===== src/rtl/blockstacker_pkg.sv =====
// blockstacker_pkg: shared state encoding and default screen geometry for the block game.
package blockstacker_pkg;
  typedef enum logic [1:0] {MOVE, DROP, TOP} state_t;
  localparam int X_MAX_DEF = 156;
  localparam int Y_START_DEF = 115;
  localparam int STEP_DEF = 4;
  localparam int Y_TOP_DEF = 3;
endpackage


===== src/rtl/step_timer.sv =====
// step_timer: free-running period counter that emits one tick per period while enabled.
module step_timer #(
  parameter int DIV_W = 20
) (
  input  logic             clk,
  input  logic             reset,
  input  logic             en,
  input  logic             clear,
  input  logic [DIV_W-1:0] period,
  output logic             tick
);
  logic [DIV_W-1:0] cnt, lim;
  // Compare with >= so that shrinking the period mid-count still wraps immediately.
  assign lim = (period == '0) ? '0 : period - DIV_W'(1);
  assign tick = en && !clear && cnt >= lim;
  always_ff @(posedge clk) begin
    if (!reset || clear) cnt <= '0;
    else if (en) cnt <= (cnt >= lim) ? '0 : cnt + DIV_W'(1);
  end
endmodule


===== src/rtl/block_mover.sv =====
// block_mover: bounces a block horizontally and raises it one row per drop request until the top.
module block_mover
  import blockstacker_pkg::*;
#(
  parameter int X_W     = 8,
  parameter int Y_W     = 7,
  parameter int X_MAX   = X_MAX_DEF,
  parameter int X_STEP  = STEP_DEF,
  parameter int Y_START = Y_START_DEF,
  parameter int Y_STEP  = STEP_DEF,
  parameter int Y_TOP   = Y_TOP_DEF,
  parameter int DIV_W   = 20
) (
  input  logic             clk,
  input  logic             reset,
  input  logic             move_en,
  input  logic [DIV_W-1:0] period,
  input  logic             drop_req,
  input  logic [2:0]       colour_in,
  input  logic             colour_erase_enable,
  output logic [X_W-1:0]   x,
  output logic [Y_W-1:0]   y,
  output logic [2:0]       colour,
  output logic             dir,
  output logic             drop_ack,
  output logic             at_top
);
  localparam logic [X_W:0] XMAX_E = (X_W+1)'(X_MAX);
  localparam logic [X_W:0] XSTEP_E = (X_W+1)'(X_STEP);
  localparam logic [X_W-1:0] XS = X_W'(X_STEP);
  localparam logic [Y_W-1:0] YS = Y_W'(Y_STEP);
  localparam logic [Y_W-1:0] YT = Y_W'(Y_TOP);
  localparam logic [Y_W-1:0] YST = Y_W'(Y_START);
  state_t state, state_nx;
  logic tick, drop_go, right_hit, left_hit, dir_nx;
  logic [X_W-1:0] x_nx;
  assign drop_go = state == MOVE && drop_req;
  step_timer #(.DIV_W(DIV_W)) u_timer (
    .clk(clk), .reset(reset), .en(move_en && state == MOVE), .clear(drop_go),
    .period(period), .tick(tick)
  );
  // Extra bit keeps x + X_STEP from wrapping before the bound test.
  assign right_hit = ({1'b0, x} + XSTEP_E) > XMAX_E;
  assign left_hit = {1'b0, x} < XSTEP_E;
  always_comb begin
    state_nx = state == DROP ? MOVE : drop_go ? (y > YT ? DROP : TOP) : state;
    x_nx = (dir ? right_hit : !left_hit) ? x - XS : x + XS;
    dir_nx = dir ? !right_hit : left_hit;
  end
  always_ff @(posedge clk) begin
    if (!reset) begin
      state <= MOVE;
      x <= '0;
      y <= YST;
      dir <= 1'b1;
    end else begin
      state <= state_nx;
      if (state_nx == DROP) y <= y - YS;
      if (tick) begin
        x <= x_nx;
        dir <= dir_nx;
      end
    end
  end
  assign drop_ack = state == DROP;
  assign at_top = state == TOP;
  assign colour = colour_erase_enable ? 3'b000 : colour_in;
endmodule

===== config.mk =====
export PLATFORM = sky130hd
export DESIGN_NAME = block_mover
export DESIGN_NICKNAME = d
export VERILOG_FILES = /design/src/rtl/blockstacker_pkg.sv /design/src/rtl/step_timer.sv /design/src/rtl/block_mover.sv
export SDC_FILE = /design/constraint.sdc
export NUM_CORES = 1
export LEC_CHECK = 0
export ABC_AREA = 1
export CAP_MARGIN = 0
export CORE_MARGIN = 5
export CORE_UTILIZATION = 60
export CTS_BUF_LIST = sky130_fd_sc_hd__clkbuf_2
export DETAILED_ROUTE_END_ITERATION = 10
export PLACE_DENSITY = 0.92
export SLEW_MARGIN = 20
export SYNTH_ARGS = -nofsm -noshare
export SYNTH_HDL_FRONTEND = slang
export SYNTH_SLANG_ARGS = --single-unit

===== constraint.sdc =====
create_clock -name clk -period 4.61 [get_ports clk]
set_input_delay 0.922 -clock clk [delete_from_list [all_inputs] [get_ports clk]]
set_output_delay 0.922 -clock clk [all_outputs]
set_load 0.005 [all_outputs]

==> results.md <==
Outcome:
- The flow ran to the end, and the final reports show no timing, DRC or antenna violations.

Cells and area:
- The fraction of layout instances using a drive strength above 1 is 5.631%.
- Compared with the post-synthesis result, the final layout area differs by 17.26%.
- The library cell used most frequently in the layout, excluding fill and tap cells, is nand2_1.
- The antenna diode count is 0.
- The non-filler instance count after layout is 582.
- The final cell area excluding filler cells is 0.003468 mm2.
- The net count of the finished layout is 568.
- The layout has 411 filler cells.
- In the layout the commonest cells are nand2_1, nor2_1, inv_1, clkdlybuf4s50_1, dfxtp_1.

CTS:
- The cell chosen for the clock root is clkbuf_2.
- The clock edge transition at the registers on the reported setup and hold paths is 180 ps.
- TritonCTS built the clock tree.
- The post-CTS resize count is 0.
- The post-CTS setup buffer count is 0.
- The hold-fix buffer count after cts is 0.
- The number of buffers created by CTS is 5.
- The clock insertion delay at the later pin of the skew report is 410 ps.
- The maximum clock insertion buffer count is 2.
- The number of H-tree levels is 2.
- The total number of clock tree sinks is 34.

Run:
- The max-cap check violation count is 0.

Synth:
- Counting flops with a built-in enable in the synthesized netlist gives 0.
- Sorting the synthesized cells by area gives the leading types as dfxtp_1, nand2_1, ha_1.
- The flop and latch count out of synthesis is 34.
- The combined area of all synthesized cells is 0.002958 mm2.
- The number of standard cells after synthesis is 470.
- The fraction of the yosys area taken by sequential cells is 23.01%.
- The average instance in the mapped netlist occupies 6.293 um2.
- The share of Yosys cell area claimed by the top area cell type is 23.01%.
- The post-synthesis cell type count is 41.
- The cell accounting for the most synthesized area is dfxtp_1.
- The predominant post-synthesis flop cell is dfxtp_1.
- The share of flip-flops with an asynchronous set or reset is 0%.
- Yosys printed 0 warnings.

STA:
- The upper clock frequency limit is 268.2 MHz.
- Setup slack on the critical path of the routed design comes to 881.5 ps.
- The setup clock skew after layout is 24.91 ps.
- The number of hold violations in the final report was 0.
- Adding up every negative setup slack in the final design gives 0 ps.
- Setup violations remaining at the end of the flow were counted as 0.
- The final count of pins violating max slew was 0.
- Setup repair after global routing left no endpoint under its margin.
- The final critical-path share of the clock period is 80.88%.
- The clock period could shrink to 3729 ps.

Setup path:
- On the critical path, the stage with the largest delay is an instance of clkdlybuf4s50_1.
- STA classifies the critical path endpoint as a register.
- The longest individual stage delay on the worst path is 400 ps.
- The worst setup path is launched from an input port.
- The worst reg2reg path endpoint is x[7].
- Traced cell by cell, the critical path runs through clkdlybuf4s50_1 -> inv_1 -> ha_1 -> inv_1 -> nor2_1 -> nand4_2 -> nor3_4 -> nand4_1 -> a21boi_0 -> ha_1 -> nand2_1 -> inv_1 -> nand2_1 -> nor2_1 -> and3_1 -> nand2_1 -> a21oi_1 -> nand2_1 -> nand2_1 -> nor2_1.
- STA puts the critical path data arrival time at 4040 ps.
- The number of buffers and inverters on the critical path is 4.
- The cell with the most instances on the worst path is nand2_1.
- Grouping stages by cell kind, the critical path spends the most delay in simple AND/OR/NAND/NOR gates.
- The worst register-to-register path has a setup slack of 2460 ps.
- The depth of the worst register-to-register path is 13.
- The maximum fanout along the worst path is 5.
- The launching point of the worst reg2reg path is x[2].
- The start-to-end type of the worst setup path is input port to register.
- At the worst endpoint, the required time is 4920 ps.

Drt:
- After detailed routing, the wire length on met1 is 2930 um.
- The remaining routing DRC violations is 0.
- The routed layout has 3,003 vias.
- The via density per instance is 5.160.
- The count of routing violations after the opening detailed-route iteration is 190.
- The average wire length per cell after detail routing is 11.33 um.
- The final antenna-violating net count is 0.
- Wire segments on met2 add up to 3265 um in the final route.
- After detailed routing, no signal wire sits above met4.
- The count of TritonRoute iterations in the first routing pass is 4.
- Detailed routing placed a total of 318 um of wire on met3.
- The overall routed net length is 6596 um.

Floorplanning:
- For this configuration, the core starts out at a cell density of 62.21%.
- The number of core rows is 25.
- The region available for standard cell placement spans 0.004755 mm2.
- From left edge to right edge, the die measures 80.21 um.
- The die area is 0.006434 mm2.
- The count of boundary I/O pins is 49.
- The die height is 80.21 um.

Placed design:
- The post-place instance area is 0.003427 mm2.
- Timing analysis after detailed placement gives a worst setup slack of 472.3 ps.
- Counting tap cells, the placed design contains a total of 574 instances.
- The port buffer count is 44.
- The final RePlAce weighted congestion is 0.8388.
- The total half-perimeter wirelength after legalization and detailed placement is 5177 um.

Global routing:
- The number of antenna violations at the first check in global routing is 0.
- The overall fraction of global-route tracks in use is 21.46%.
- The first global-routing pass estimated 11,220 um of wire.
- Entering global routing, the biggest net connects 20 pins.
- The number of global-route vias before repair is 2,753.
- Global routing finished with a remaining overflow of 0.

Worst hold path:
- The type of the worst min-delay path is register to register.
- The cell depth of the worst hold path is 2.
- The source of the worst hold timing path is y[2].
- The sink of the worst hold path is y[2].

Power:
- The static leakage power is 1.684 nW.
- In this run the power density over the cells is 163.5 mW/mm2.
- VDD sags by at most 0.1702 mV.
## state kept, by name, summed over array words and instances (netlist names)
name	flops
u_timer.cnt	20
state	2
x	6
dir	1
y	5
## synthesized netlist by cell type, types with 3 or more instances
master / n
xor2_1: 16
nand2_2: 3
ha_1: 26
a21oi_1: 13
nor2_1: 73
nand3b_1: 3
nand3_1: 31
nand2_1: 119
inv_1: 69
buf_4: 5
dfxtp_1: 34
nand4_1: 8
nor3_1: 19
or2_2: 4
o21ai_0: 9
nor2_2: 3
## layer usage
layer,global-route usage (%),vias to the layer above
met1,25.03,1352
met4,5.912,0
li1,-,1573
met5,0,-
met2,39.57,69
met3,4.036,9
## how the worst max path moves through the flow
| stage | start | to | slack (ps) | depth (start not counted) |
|---|---|---|---|---|
| 6_report | period[0] | x[3] | 880 | 20 |
| 5_1_grt | period[0] | u_timer.cnt[10] | 560 | 21 |
| 4_1_cts | period[0] | u_timer.cnt[14] | 900 | 21 |
| 3_5_place_dp | period[0] | u_timer.cnt[14] | 470 | 21 |
| 3_3_place_gp | period[0] | u_timer.cnt[7] | 610 | 21 |
| 2_1_floorplan | period[0] | u_timer.cnt[15] | 1320 | 20 |
## tightest hold or removal path, delay by kind of cell (launching register included)
family / cells / cell delay, ps
flip-flops: 1 / 360
AO/OA/AOI/OAI: 2 / 130
## metrics by stage
| stage | utilization [%] | power (mW) | hold slack (ps) |
|---|---|---|---|
| final | 72.95 | 0.5671 | 520.3 |
| after global routing | 72.95 | 0.6019 | 534.6 |
| after CTS | 72.95 | 0.5703 | 521.4 |
| after floorplan | - | 0.3767 | 470.1 |
| after detailed placement | 72.08 | 0.4281 | 495.6 |
| after global placement | 72.08 | 0.4234 | 484.5 |
## kinds of logic after synthesis
| family | Yosys count | share of synthesized area [%] |
|---|---|---|
| AOI/OAI and AO/OA | 33 | 6.387 |
| xor gates and xnor gates | 18 | 5.330 |
| adders and majority gates | 26 | 11.00 |
| buffers and inverters | 79 | 11.00 |
| DFF | 34 | 23.01 |
| other | 2 | 0.2539 |
| and+or+nand+nor | 278 | 43.02 |
## power breakdown
part | switching [mW] | internal (mW)
Clock | 0.110 | 0.0345
Combinational | 0.0608 | 0.0554
Sequential | 0.00625 | 0.300
Total | 0.177 | 0.390
## final cells by class
cell class / count / area, um2 / share of cell area (%)
multi-input combinational: 359 / 1959 / 56.49
sequential: 34 / 680.7 / 19.62
timing repair buffer: 44 / 440.4 / 12.70
inverter: 70 / 262.8 / 7.576
tap: 67 / 83.83 / 2.417
clock buffer: 5 / 25.02 / 0.7215
clock inverter: 3 / 16.27 / 0.4690
No activity file was read; power rests on OpenSTA's default activity.
